`config.mk`:
```
export PLATFORM = sky130hd
export DESIGN_NAME = spi_regfile_periph
export DESIGN_NICKNAME = d
export VERILOG_FILES = /design/src/rtl/spi_regfile_pkg.sv /design/src/rtl/spi_sync_edge.sv /design/src/rtl/spi_regfile_periph.sv
export SDC_FILE = /design/constraint.sdc
export NUM_CORES = 1
export LEC_CHECK = 0
export CAP_MARGIN = 20
export CORE_UTILIZATION = 30
export CTS_BUF_LIST = sky130_fd_sc_hd__clkbuf_4
export DETAILED_ROUTE_END_ITERATION = 10
export RECOVER_POWER = 100
export SLEW_MARGIN = 40
export SYNTH_ARGS = -nofsm -noshare
export SYNTH_HDL_FRONTEND = slang
export SYNTH_HIERARCHICAL = 1
export SYNTH_SLANG_ARGS = --single-unit
```
`constraint.sdc`:
```
create_clock -name clk -period 2.4 [get_ports clk]
set_input_delay 0.6 -clock clk [delete_from_list [all_inputs] [get_ports clk]]
set_output_delay 0.6 -clock clk [all_outputs]
set_load 0.1 [all_outputs]
```
`src/rtl/spi_regfile_pkg.sv`:
```
// rtl/spi_regfile_pkg.sv - shared types, constants and helpers for the SPI register file
package spi_regfile_pkg;

  typedef enum logic [1:0] {
    IDLE   = 2'd0,
    SHIFT  = 2'd1,
    COMMIT = 2'd2
  } state_e;

  localparam logic RW_WRITE = 1'b1;
  localparam logic RW_READ  = 1'b0;

  function automatic int frame_w(input int addr_w, input int data_w);
    return 1 + addr_w + data_w;
  endfunction

endpackage

```
`src/rtl/spi_sync_edge.sv`:
```
// rtl/spi_sync_edge.sv - multi-flop synchroniser with level and single-cycle edge outputs
module spi_sync_edge #(
  parameter int   STAGES  = 2,
  parameter logic RST_VAL = 1'b0
) (
  input  logic clk,
  input  logic rst_n,
  input  logic d,
  output logic level,
  output logic rise,
  output logic fall
);

  logic [STAGES-1:0] chain;
  logic              prev;

  always_ff @(posedge clk or negedge rst_n) begin
    if (!rst_n) begin
      chain <= {STAGES{RST_VAL}};
      prev  <= RST_VAL;
    end else begin
      chain <= {chain[STAGES-2:0], d};
      prev  <= chain[STAGES-1];
    end
  end

  assign level = chain[STAGES-1];
  assign rise  = level & ~prev;
  assign fall  = ~level & prev;

endmodule

```
`src/rtl/spi_regfile_periph.sv`:
```
// rtl/spi_regfile_periph.sv - SPI mode-0 peripheral giving read/write access to a register bank
// All SPI pins are oversampled in the clk domain; nothing is clocked by sclk.
module spi_regfile_periph
  import spi_regfile_pkg::*;
#(
  parameter int ADDR_W      = 7,
  parameter int DATA_W      = 8,
  parameter int NUM_REGS    = 5,
  parameter int SYNC_STAGES = 2
) (
  input  logic                       clk,
  input  logic                       rst_n,
  input  logic                       cs_n,
  input  logic                       sclk,
  input  logic                       copi,
  output logic                       cipo,
  output logic                       cipo_oe,
  output logic [NUM_REGS*DATA_W-1:0] regs,
  output logic [NUM_REGS-1:0]        wr_stb,
  output logic                       frame_err
);

  localparam int FRAME_W = frame_w(ADDR_W, DATA_W);
  localparam int CNT_W   = $clog2(FRAME_W + 2);

  logic cs_lvl, cs_rise, sclk_rise, sclk_fall, copi_lvl;

  spi_sync_edge #(.STAGES(SYNC_STAGES), .RST_VAL(1'b1)) u_sync_cs (
    .clk(clk), .rst_n(rst_n), .d(cs_n), .level(cs_lvl), .rise(cs_rise), .fall()
  );
  spi_sync_edge #(.STAGES(SYNC_STAGES), .RST_VAL(1'b0)) u_sync_sclk (
    .clk(clk), .rst_n(rst_n), .d(sclk), .level(), .rise(sclk_rise), .fall(sclk_fall)
  );
  spi_sync_edge #(.STAGES(SYNC_STAGES), .RST_VAL(1'b0)) u_sync_copi (
    .clk(clk), .rst_n(rst_n), .d(copi), .level(copi_lvl), .rise(), .fall()
  );

  state_e             state;
  logic [CNT_W-1:0]   bit_cnt;
  logic [FRAME_W-1:0] rx_sr;
  logic [DATA_W-1:0]  tx_sr;
  logic               rd_phase;
  logic [DATA_W-1:0]  mid_rd;
  logic [NUM_REGS-1:0] end_hit;

  // mid_rd decodes the address just received; end_hit decodes the address of a complete frame
  always_comb begin
    mid_rd  = '0;
    end_hit = '0;
    for (int i = 0; i < NUM_REGS; i++) begin
      if (rx_sr[ADDR_W-1:0] == ADDR_W'(i)) mid_rd = regs[i*DATA_W +: DATA_W];
      end_hit[i] = (rx_sr[FRAME_W-2 -: ADDR_W] == ADDR_W'(i));
    end
  end

  always_ff @(posedge clk or negedge rst_n) begin
    if (!rst_n) begin
      state     <= IDLE;
      bit_cnt   <= '0;
      rx_sr     <= '0;
      tx_sr     <= '0;
      rd_phase  <= 1'b0;
      regs      <= '0;
      wr_stb    <= '0;
      frame_err <= 1'b0;
    end else begin
      wr_stb    <= '0;
      frame_err <= 1'b0;
      case (state)
        IDLE: begin
          if (!cs_lvl) begin
            state    <= SHIFT;
            bit_cnt  <= '0;
            rx_sr    <= '0;
            tx_sr    <= '0;
            rd_phase <= 1'b0;
          end
        end
        SHIFT: begin
          if (sclk_rise) begin
            rx_sr <= {rx_sr[FRAME_W-2:0], copi_lvl};
            if (bit_cnt != CNT_W'(FRAME_W + 1)) bit_cnt <= bit_cnt + CNT_W'(1);
          end
          // The first data bit is already on cipo when loaded, so shifting starts one fall later
          if (!rd_phase && bit_cnt == CNT_W'(1 + ADDR_W) && rx_sr[ADDR_W] == RW_READ) begin
            tx_sr    <= mid_rd;
            rd_phase <= 1'b1;
          end else if (rd_phase && sclk_fall && bit_cnt > CNT_W'(1 + ADDR_W)) begin
            tx_sr <= {tx_sr[DATA_W-2:0], 1'b0};
          end
          if (cs_rise) state <= COMMIT;
        end
        COMMIT: begin
          state    <= IDLE;
          rd_phase <= 1'b0;
          if (bit_cnt != CNT_W'(FRAME_W)) begin
            frame_err <= 1'b1;
          end else if (rx_sr[FRAME_W-1] == RW_WRITE) begin
            if (|end_hit) begin
              wr_stb <= end_hit;
              for (int i = 0; i < NUM_REGS; i++) begin
                if (end_hit[i]) regs[i*DATA_W +: DATA_W] <= rx_sr[DATA_W-1:0];
              end
            end else begin
              frame_err <= 1'b1;
            end
          end
        end
        default: state <= IDLE;
      endcase
    end
  end

  assign cipo_oe = (state == SHIFT);
  assign cipo    = (state == SHIFT && rd_phase) ? tx_sr[DATA_W-1] : 1'b0;

endmodule
```
Yosys cells after proc, flatten, opt, wreduce, memory -nomap -nowiden
Cells that the tools add are included.
{"block": "word_totals", "word_cells": 99, "ff_bits": 86}
{"block": "classes", "n_lt_le_gt_ge": 1, "n_eq_ne": 19, "muxes": 31, "n_reduce_logical": 22, "addsub": 1, "bitwise": 8}
{"op": "two-way mux 8 bit", "count": 8}
{"op": "two-way mux 5 bit", "count": 7}
{"op": "two-way mux 16 bit", "count": 2}
{"op": "case mux 16 bit (2 select lines)", "count": 1}
{"op": "equality test 7 x 2 -> 1 bit (second input constant)", "count": 4}
{"op": "AND reduction 5 bit", "count": 5}
{"op": "case mux 8 bit (2 select lines)", "count": 1}
{"op": "equality test 7 x 1 -> 1 bit (second input constant)", "count": 2}
{"op": "equality test 7 x 3 -> 1 bit (second input constant)", "count": 2}
{"op": "zero test 7 bit", "count": 2}
{"op": "!= test 5 bit (second input constant)", "count": 2}
{"op": "case mux 5 bit (2 select lines)", "count": 1}
{"op": "AND reduction 3 bit", "count": 3}
{"op": "!= test 2 x 1 -> 1 bit (second input constant)", "count": 4}
{"op": "two-way mux 1 bit", "count": 7}
{"op": "adder 5 x 1 -> 5 bit (second input constant)", "count": 1}
{"op": "equality test 5 x 4 -> 1 bit (second input constant)", "count": 1}
{"op": "> comparator 5 x 4 -> 1 bit (second input constant)", "count": 1}
{"op": "logical AND 1 bit", "count": 5}
{"op": "inverter 1 bit", "count": 5}
{"op": "OR reduction 5 bit", "count": 1}
{"op": "two-way mux 2 bit", "count": 2}
{"op": "case mux 2 bit (2 select lines)", "count": 1}
{"op": "AND reduction 4 bit", "count": 1}
{"op": "other kinds (11)", "count": 13}

Logic depth before layout (Yosys ltp)
Gate-level depths: netlist of run 1.
{"block": "logic_depth", "ltp_word": 8, "mapped_depth": 7}

Cells and area by module
The synthesis of run 1 kept the hierarchy.
{"module": "spi_regfile_periph", "area_per_inst_um2": 3653.5, "n_inst": 1, "seq_area_each_um2": 1951.9, "cells_each": 306}
{"module": "spi_sync_edge (u_sync_copi ...)", "area_per_inst_um2": 90.1, "n_inst": 2, "seq_area_each_um2": 75.1, "cells_each": 5}
{"module": "spi_sync_edge (u_sync_cs)", "area_per_inst_um2": 93.8, "n_inst": 1, "seq_area_each_um2": 78.8, "cells_each": 5}

Worst setup path before layout of run 1
OpenSTA, ideal clock, no wires.
{"block": "synth_timing", "kind": "flip-flop to output port", "startpoint": "register state[1]", "endpoint": "output cipo_oe", "path_buffers": 3, "t_arrival_ns": 2.026, "t_required_ns": 1.800, "setup_slack_ns": -0.226, "stages_incl_launch_ff": 6, "cell_sequence": "dfrtp_1 > clkbuf_1 > nand2b_1 > clkbuf_1 > clkinv_1 > clkbuf_1"}
{"block": "synth_between", "elab_chain_len": 1}
{"item": "from (decl)", "line_no": "spi_regfile_periph.sv:38", "source": "state_e state;"}
{"item": "from (signal assigned)", "line_no": "spi_regfile_periph.sv:58", "source": "state <= IDLE;"}
{"item": "from (signal assigned)", "line_no": "spi_regfile_periph.sv:72", "source": "state <= SHIFT;"}
{"item": "from (signal assigned)", "line_no": "spi_regfile_periph.sv:91", "source": "if (cs_rise) state <= COMMIT;"}
{"item": "equality test 2 x 1 -> 1 bit", "line_no": "spi_regfile_periph.sv:114", "source": "assign cipo_oe = (state == SHIFT);"}
{"item": "to (decl)", "line_no": "spi_regfile_periph.sv:17", "source": "output logic cipo_oe,"}
Every way passes these cells.

Final worst setup path of run 1
{"block": "layout_timing", "startpoint": "register rx_sr[11]", "endpoint": "register regs[38]"}
{"block": "layout_between", "elab_chain_len": 3, "word_cells_on_any_way": 7, "cone_classes": "eq/ne (4); reduce/logical (3)"}
{"item": "from (decl)", "line_no": "spi_regfile_periph.sv:40", "source": "logic [FRAME_W-1:0] rx_sr;"}
{"item": "from (signal assigned)", "line_no": "spi_regfile_periph.sv:81", "source": "rx_sr <= {rx_sr[FRAME_W-2:0], copi_lvl};"}
{"item": "equality test 7 x 1 -> 1 bit, or another cell as far along", "line_no": "spi_regfile_periph.sv:52", "source": "end_hit[i] = (rx_sr[FRAME_W-2 -: ADDR_W] == ADDR_W'(i));"}
{"item": "OR reduction 5 bit", "line_no": "spi_regfile_periph.sv:99", "source": "if (|end_hit) begin"}
{"item": "AND reduction 5 bit (no line) *"}
{"item": "to (signal, indexed assignment)", "line_no": "spi_regfile_periph.sv:102", "source": "if (end_hit[i]) regs[i*DATA_W +: DATA_W] <= rx_sr[DATA_W-1:0];"}
{"item": "to (decl)", "line_no": "spi_regfile_periph.sv:18", "source": "output logic [NUM_REGS*DATA_W-1:0] regs,"}
Mark *: on every way between the ends. The rest lies on a longest branch, timed or not.
A chain may end at the register's enable or synchronous reset.

==> results.md, run 1 <==
- Cell Chain, Critical Path: or4_1 -> or4_1 -> clkbuf_2 -> mux2_1
- Hold path depth: 0
- CP Class: reg -> reg
- Post-CTS Setup Inserts: 0
- Die Area: 0.0134 mm^2
- Startpoint types: flop
- Share of post-route cells with drive strength above 1: about 36%
- Initial antenna violation count: 0
- All-Layer GR Usage: around 15%
- Final setup violation count: 0
- Post-Syn Instances: about 320
- Normalized max-slew margin: -0.189%
- CP required: ~2.8 ns
- Pre-CTS WS: between 0.2 and 0.25 ns
- First-pass GRT wire length: ~15 mm
- Post_cts resized: 3
- Total number of vias: between 2000 and 3000
- DRC Markers: 0
- Slowest-stage cell, CP: or4_1
- FP Rows: between 40 and 50
- Number of filler cells placed in the layout: ~1300
- DRT Pass-1 Iters: 4
- Clock Tree Buf Depth: 2
- Worst r2r src: rx_sr[11]
- YS warnings: 6
- Syn nets: approximately 330
- Clock transition at path regs: 0.13 ns
- Reg2reg end: regs[38]
- GRT met2 Usage: 23.7%
- Tmin final: 2.25 ns
- Final worst-path setup slack: roughly 0.15 ns
- Routed len/inst: 16.4 um
- Io pins: 53
- Pwr Density: around 650 mW/mm^2
- Worst-Margin Slew: ~1.5 ns
- Hold crit path type: reg -> reg
- Vias in the first global route: 2686
- Avg Vias per Cell: just under 5
- Largest net degree at the start of global routing: just over 60
- TritonCTS buffer count: 9
- Chip height: approximately 120 um
- MaxCap Viol Count: 1
- Post-DP HPWL: between 6 and 7 mm
- Root Driver: clkbuf_4
- Grt peak-use layer: met2
- Final hold viol count: 0
- Antenna cells: 0
- Worst hold path startpoint: u_sync_sclk/chain[0]
- Grt met1 use: 19.0%
- Cell Area, Synth: a little under 0.004 mm^2
- RePlAce Congestion: around 0.8
- VDD IR max: approximately 0.2 mV
- Commonest non-fill, non-tap cell in the layout: dfrtp_1
- Slew Limit Fails: 26
- RSZ-0062 raised after global routing: no
- Final period util: between 90 and 100%
- R2R depth: 4
- Hold worst-path end: u_sync_sclk/chain[1]
- H-tree depth: 3
- Most frequent cells in the layout: dfrtp_1, clkbuf_2, nand2_1
- CP most frequent cell: or4_1
- TritonCTS clock tree: done
- Avg Cell Area, Syn: 12.2 um^2
- Post-route ant nets: 0
- Area delta synth->final: 16.0%
- Grt ovf: 0
- Die width: roughly 120 um
- Initial Util: ~30%
- Cts hold-fix bufs: 0
- Clock latency on the worst-skew pair: 0.46 ns
- Highest Clock Rate: 444 MHz
- P_leak: ~2.1 nW
- Final #Nets: 380
- Outcome: finished with violations
- Max FO, Critical Path: 8
- Critical path arrival: about 2.6 ns
- DR iter-0 viols: 120
- Core area: 0.0126 mm^2
- Violated checks: max-capacitance violations, max-slew violations
- Post-route setup TNS: 0 ns
- Worst path max stage delay: 0.62 ns
- Worst reg-to-reg setup slack: 0.15 ns
- Sinks on Clock Net: 86
- Clock skew: 0.0273 ns
- Port-buffer cells: 52
- Grt met3 use: under 10%
- Setup crit end kind: flop
- Routed wire length: 9.01 mm
final cells by class:
| class | count | area, um^2 | area share, % |
|---|---|---|---|
| Sequential cell | 86 | 2160 | 48.0 |
| Tap cell | 172 | 215 | 4.78 |
| Timing Repair Buffer | 61 | 365 | 8.12 |
| Clock buffer | 12 | 90.1 | 2.00 |
| Clock inverter | 4 | 47.5 | 1.06 |
| Inverter | 13 | 50.0 | 1.11 |
| Multi-Input combinational cell | 201 | 1570 | 35.0 |
how the worst max path moves through the flow:
stage / start / depth (start not counted) / end / slack [ns]
after global routing: rx_sr[5] / 4 / tx_sr[6] / 0.05
final: rx_sr[11] / 4 / regs[38] / 0.15
after CTS: state[0] / 4 / cipo / 0.11
after detailed placement: rx_sr[5] / 4 / tx_sr[6] / 0.20
after global placement: rx_sr[5] / 4 / tx_sr[6] / 0.26
after floorplan: state[1] / 5 / cipo_oe / 0.15
metrics by stage:
stage / std cells / util [%] / power, mW / cell area, um^2 / hold slack, ns
global route: 549 / 35.7 / 3.07 / 4500 / 0.378
global placement: 533 / 35.9 / 2.11 / 4530 / 0.334
CTS: 549 / 37.0 / 2.97 / 4670 / 0.0359
floorplan: 317 / - / 1.93 / 3880 / 0.304
finish: 549 / 35.7 / 2.93 / 4500 / 0.361
detailed placement: 533 / 35.9 / 2.12 / 4530 / 0.336
sequential cells by signal, indices dropped and copies added (netlist names):
signal             cells
wr_stb                 5
u_sync_cs/chain        2
u_sync_sclk/chain      2
u_sync_sclk/prev       1
rx_sr                 16
u_sync_cs/prev         1
rd_phase               1
bit_cnt                5
u_sync_copi/chain      2
regs                  40
state                  2
frame_err              1
tx_sr                  8
worst max-delay path: cells and delay by family (launching register included):
family,cells,cell delay [ns]
buffers and inverters,1,0.22
multiplexers,1,0.35
flip-flops,1,0.42
AND/OR/NAND/NOR,2,1.16
layer usage:
metal,wire length [um],up-vias
li1,-,1246
met1,4250,1338
met2,4360,45
met3,304,10
met4,93,0
met5,0,-
where the power goes:
part           total (mW)  internal [mW]  switching (mW)  leakage, nW
Sequential           1.64           1.50           0.139         1.17
Combinational       0.435          0.170           0.265        0.878
Clock               0.856          0.350           0.506       0.0773
Note: power is estimated with default switching activity, not from simulation.
==> run 2, diff against run 1 <==
--- a/config.mk
+++ b/config.mk
@@ -9,6 +9,7 @@
 export CORE_UTILIZATION = 30
 export CTS_BUF_LIST = sky130_fd_sc_hd__clkbuf_4
 export DETAILED_ROUTE_END_ITERATION = 10
+export HOLD_SLACK_MARGIN = 0.1
 export RECOVER_POWER = 100
 export SLEW_MARGIN = 40
 export SYNTH_ARGS = -nofsm -noshare
==> constraint.sdc (replaced) <==
create_clock -name clk -period 2.4 [get_ports clk]
set_input_delay 0.6 -clock clk [delete_from_list [all_inputs] [get_ports clk]]
set_output_delay 0.6 -clock clk [all_outputs]
set_load 0.02 [all_outputs]
==> results.md, run 2 (synthesis gave the netlist of run 1 again) <==
- Outcome: complete, no violations
- Vias in the first global route: between 2000 and 3000
- Initial Util: between 30% and 40%
- CP Class: reg -> out
- P_leak: ~2.3 nW
- DRC Markers: 0
- Hold crit path type: in -> async
- Share of post-route cells with drive strength above 1: between 20% and 30%
- Clock transition at path regs: around 0.13 ns
- Fin Hold WS: roughly 0.3 ns
- Die Area: between 0.01 and 0.015 mm^2
- DR iter-0 viols: around 100
- Avg Vias per Cell: 4.78
- VDD IR max: approximately 0.26 mV
- Normalized max-slew margin: approximately 25%
- Post-route setup TNS: 0 ns
- First-pass GRT wire length: between 10 and 15 mm
- Max reg flops: 40
- Io pins: 53
- Placed cell count: 538
- Root Driver: clkbuf_4
- TritonCTS clock tree: done
- Grt ovf: 0
- Final hold viol count: 0
- Multi-input logic area: 0.00157 mm^2
- Port-buffer cells: between 50 and 60
- Clock Tree Buf Depth: 2
- Routed len/inst: roughly 16 um
- Final design utilization: 37.7%
- Final period util: between 90% and 100%
- Sinks on Clock Net: between 80 and 90
- RSZ-0062 raised after global routing: no
- Power, Total: 2.97 mW
- H-tree depth: 3
- Chip height: about 120 um
- RePlAce Congestion: approximately 0.76
- Setup crit end kind: primary output
- Fin cells: roughly 550
- DRT Pass-1 Iters: 4
- Slew Limit Fails: 0
- Initial antenna violation count: 0
- MaxCap Viol Count: 0
- Antenna cells: 0
- Pwr Density: roughly 620 mW/mm^2
- Worst-Margin Slew: around 1.1 ns
- Area delta synth->final: 22.7%
- Post-route ant nets: 0
- Number of filler cells placed in the layout: roughly 1300
- Core area: approximately 0.013 mm^2
- Max FO, Critical Path: 3
- Startpoint types: flop
- Routed wire length: 8.81 mm
- Largest reg by FF count: regs
- Most frequent cells in the layout: dfrtp_1, dlygate4sd3_1, nand2_1
- Sequential standard cell area: roughly 0.0022 mm^2
- R2R depth: 6
- CP startpoint: state[0]
- CP required: around 1.8 ns
- Biggest regs: regs x40, rx_sr x16, tx_sr x8
- Post-DP HPWL: approximately 6.4 mm
- Largest net degree at the start of global routing: 40
- Total number of vias: roughly 2600
- Final #Nets: around 390
- Tmin final: ~2.3 ns
- Worst r2r src: bit_cnt[0]
- TritonCTS buffer count: 9
- All-Layer GR Usage: around 15%
- Die width: 116 um
- Clock latency on the worst-skew pair: between 0.4 and 0.5 ns
- Highest Clock Rate: around 440 MHz
- Clock skew: 0.0205 ns
- Commonest non-fill, non-tap cell in the layout: dfrtp_1
- Critical path arrival: around 1.7 ns
- Final setup violation count: 0
- FP Rows: approximately 40
==> run 2: changes by cell type in the layout (fill, tap and decap cells not counted), sizes merged <==
cell | before | now
buf | 8 | 9
bufinv | 1 | 2
clkbuf | 62 | 18
clkinv | 3 | 2
dlygate4sd2 | 0 | 1
dlygate4sd3 | 3 | 49
dlymetal6s2s | 0 | 1
==> run 2: metal layers <==
layer | routed length, um | global-route usage [%]
met4 | 138 | 5.64
met5 | 0 | 0
met2 | 4280 | 23.6
met1 | 4070 | 19.5
met3 | 326 | 2.77
==> run 2: worst max-delay path, stage by stage (launching register included) <==
cell and delay [ns]:
dfrtp_1 0.40, nand2b_1 0.12, clkinv_1 0.17, and3_1 0.23
dlygate4sd2_1 0.32
==> run 2: path summary, 6_finish.rpt <==
path | endpoint | slack (ns)
setup / recovery | cipo | 0.13
hold / removal | u_sync_copi/chain[1] | 0.30
setup reg to reg | regs[0] | 0.15
hold reg to reg | u_sync_sclk/chain[1] | 0.36
max in group asynchronous | wr_stb[4] | 0.50
min in group clk | u_sync_sclk/chain[1] | 0.36
==> run 2: power breakdown <==
group	total, mW	internal, mW	leakage, nW	switching (mW)
clock network	0.933	0.455	0.0852	0.478
logic	0.413	0.170	0.999	0.243
registers	1.62	1.50	1.17	0.120
total	2.97	2.13	2.26	0.840
==> run 2: through the flow <==
step	cell area, um^2	setup WS [ns]
finish	4760	0.125
detailed placement	4660	0.199
global placement	4660	0.239
floorplan	3880	0.316
CTS	4820	0.00534
global route	4760	0.0339
==> run 2: repair_timing <==
item                       4_1_cts  5_1_grt
setup buffers                    0        0
resized for setup                1        1
hold endpoints to repair         0        0
hold buffers                     0        0
setup endpoints to repair        1        1
==> run 2: layout make-up <==
cell class              instances  share of cell area (%)
well taps                     172                    4.52
inverters                      13                    1.03
clock inverters                 4                    1.50
flip-flops and latches         86                    45.3
repair buffers                 66                    12.7
clock buffers                  12                    1.89
multi-input cells             201                    33.1
==> run 3, diff against run 2 <==
--- a/config.mk
+++ b/config.mk
@@ -10,7 +10,6 @@
 export CTS_BUF_LIST = sky130_fd_sc_hd__clkbuf_4
 export DETAILED_ROUTE_END_ITERATION = 10
 export HOLD_SLACK_MARGIN = 0.1
-export RECOVER_POWER = 100
 export SLEW_MARGIN = 40
 export SYNTH_ARGS = -nofsm -noshare
 export SYNTH_HDL_FRONTEND = slang
==> results.md, run 3 (synthesis gave the netlist of run 1 again) <==
- FP Rows: just over 40
- Pre-CTS WS: between 0.15 and 0.2 ns
- Clock latency on the worst-skew pair: 0.44 ns
- Share of post-route cells with drive strength above 1: between 20 and 30%
- CP required: about 1.8 ns
- MaxCap Viol Count: 0
- Final hold viol count: 0
- Sequential standard cell area: about 0.0022 mm^2
- P_leak: 2.13 nW
- Initial Util: 30.7%
- Die Area: 0.0134 mm^2
- TritonCTS buffer count: 9
- Initial antenna violation count: 0
- RePlAce Congestion: roughly 0.76
- Max FO, Critical Path: 3
- Root Driver: clkbuf_4
- Placed cell count: ~540
- Total number of vias: between 2000 and 3000
- Chip height: around 120 um
- DRC Markers: 0
- DR iter-0 viols: between 100 and 150
- Max reg flops: 40
- Number of filler cells placed in the layout: approximately 1200
- Final design utilization: about two fifths
- Grt ovf: 0
- Clock skew: around 0.019 ns
- Io pins: 53
- First-pass GRT wire length: 14.7 mm
- RSZ-0062 raised after global routing: no
- Vias in the first global route: 2674
- Startpoint types: flop
- Biggest regs: regs x40, rx_sr x16, tx_sr x8
- Clock Tree Buf Depth: 2
- All-Layer GR Usage: around 15%
- Area delta synth->final: 24.3%
- Avg Vias per Cell: 4.79
- Post-route setup TNS: 0 ns
- Hold crit path type: in -> async
- Post-DP HPWL: 6.41 mm
- Final period util: a little over nine tenths
- Most frequent cells in the layout: dfrtp_1, clkdlybuf4s50_1, nand2_1
- Core area: roughly 0.013 mm^2
- Pwr Density: roughly 620 mW/mm^2
- Highest Clock Rate: about 440 MHz
- Post-CTS Setup Inserts: 0
- VDD IR max: 0.261 mV
- Antenna cells: 0
- Final instance area: 0.00482 mm^2
- Placement Cell Area: 0.00466 mm^2
- H-tree depth: 3
- Commonest non-fill, non-tap cell in the layout: dfrtp_1
- Final #Nets: just under 400
- Fin cells: around 550
- Worst-Margin Slew: 0.716 ns
- Critical path arrival: between 1.5 and 2 ns
- Final setup violation count: 0
- Final worst-path setup slack: roughly 0.12 ns
- Largest net degree at the start of global routing: 40
- Power, Total: around 3.0 mW
- Slew Limit Fails: 0
- Routed wire length: between 8 and 9 mm
- Fin Hold WS: ~0.11 ns
- Outcome: complete, no violations
- Tmin final: between 2 and 2.5 ns
- CP Class: reg -> out
- Cts hold-fix bufs: 0
- Sinks on Clock Net: 86
- Routed len/inst: between 15 and 20 um
- Normalized max-slew margin: a little over half
- Die width: 116 um
- Setup crit end kind: primary output
- DRT Pass-1 Iters: 4
- Clock transition at path regs: 0.13 ns
- TritonCTS clock tree: done
- Largest reg by FF count: regs
- Post-route ant nets: 0
- Multi-input logic area: around 0.0016 mm^2
- Port-buffer cells: 52
-- run 3: cell types whose count changed in the layout (fill, tap and decap cells not counted), sizes merged --
cell,previous run,this run
clkdlybuf4s50,0,49
dlygate4sd3,49,0
buf,9,15
clkbuf,18,12
-- run 3: final cells by class --
cell class / instances / share of cell area, %
tap: 172 / 4.46
clock buffer: 12 / 1.87
inverter: 13 / 1.01
timing repair buffer: 66 / 13.2
clock inverter: 4 / 1.48
multi-input combinational: 201 / 33.2
sequential: 86 / 44.7
-- run 3: where the power goes --
| part | total [mW] | internal (mW) | switching (mW) |
|---|---|---|---|
| sequential | 1.62 | 1.50 | 0.120 |
| clock | 0.936 | 0.455 | 0.480 |
| combinational | 0.428 | 0.184 | 0.244 |
-- run 3: worst paths after layout --
kind / end / start / cells after the start / slack (ns)
worst min register to register: u_sync_sclk/chain[1] / u_sync_sclk/chain[0] / 0 / 0.36
worst max-delay path: cipo / state[0] / 4 / 0.12
worst min-delay path: u_sync_copi/chain[1] / rst_n / 1 / 0.11
min in group clk: u_sync_sclk/chain[1] / u_sync_sclk/chain[0] / 0 / 0.36
worst max register to register: regs[17] / bit_cnt[0] / 6 / 0.18
max in group asynchronous: u_sync_cs/prev / rst_n / 2 / 1.69
-- run 3: critical path: stages (launching register included) --
cell,delay (ns)
dfrtp_1,0.40
nand2b_1,0.12
clkinv_1,0.17
and3_1,0.24
dlygate4sd2_1,0.32
-- run 3: what timing repair did --
item                       in CTS  in global routing
resized for setup               1                  1
pin swaps                       0                  0
setup endpoints to repair       1                  1
cloned                          0                  0
-- run 3: metal layers --
layer	part of all wire, %	vias up	GRT usage, %
met2	49	46	23.6
li1	-	1257	-
met5	0	-	0
met1	46	1340	19.5
met4	1.7	0	5.64
met3	3.4	11	2.77
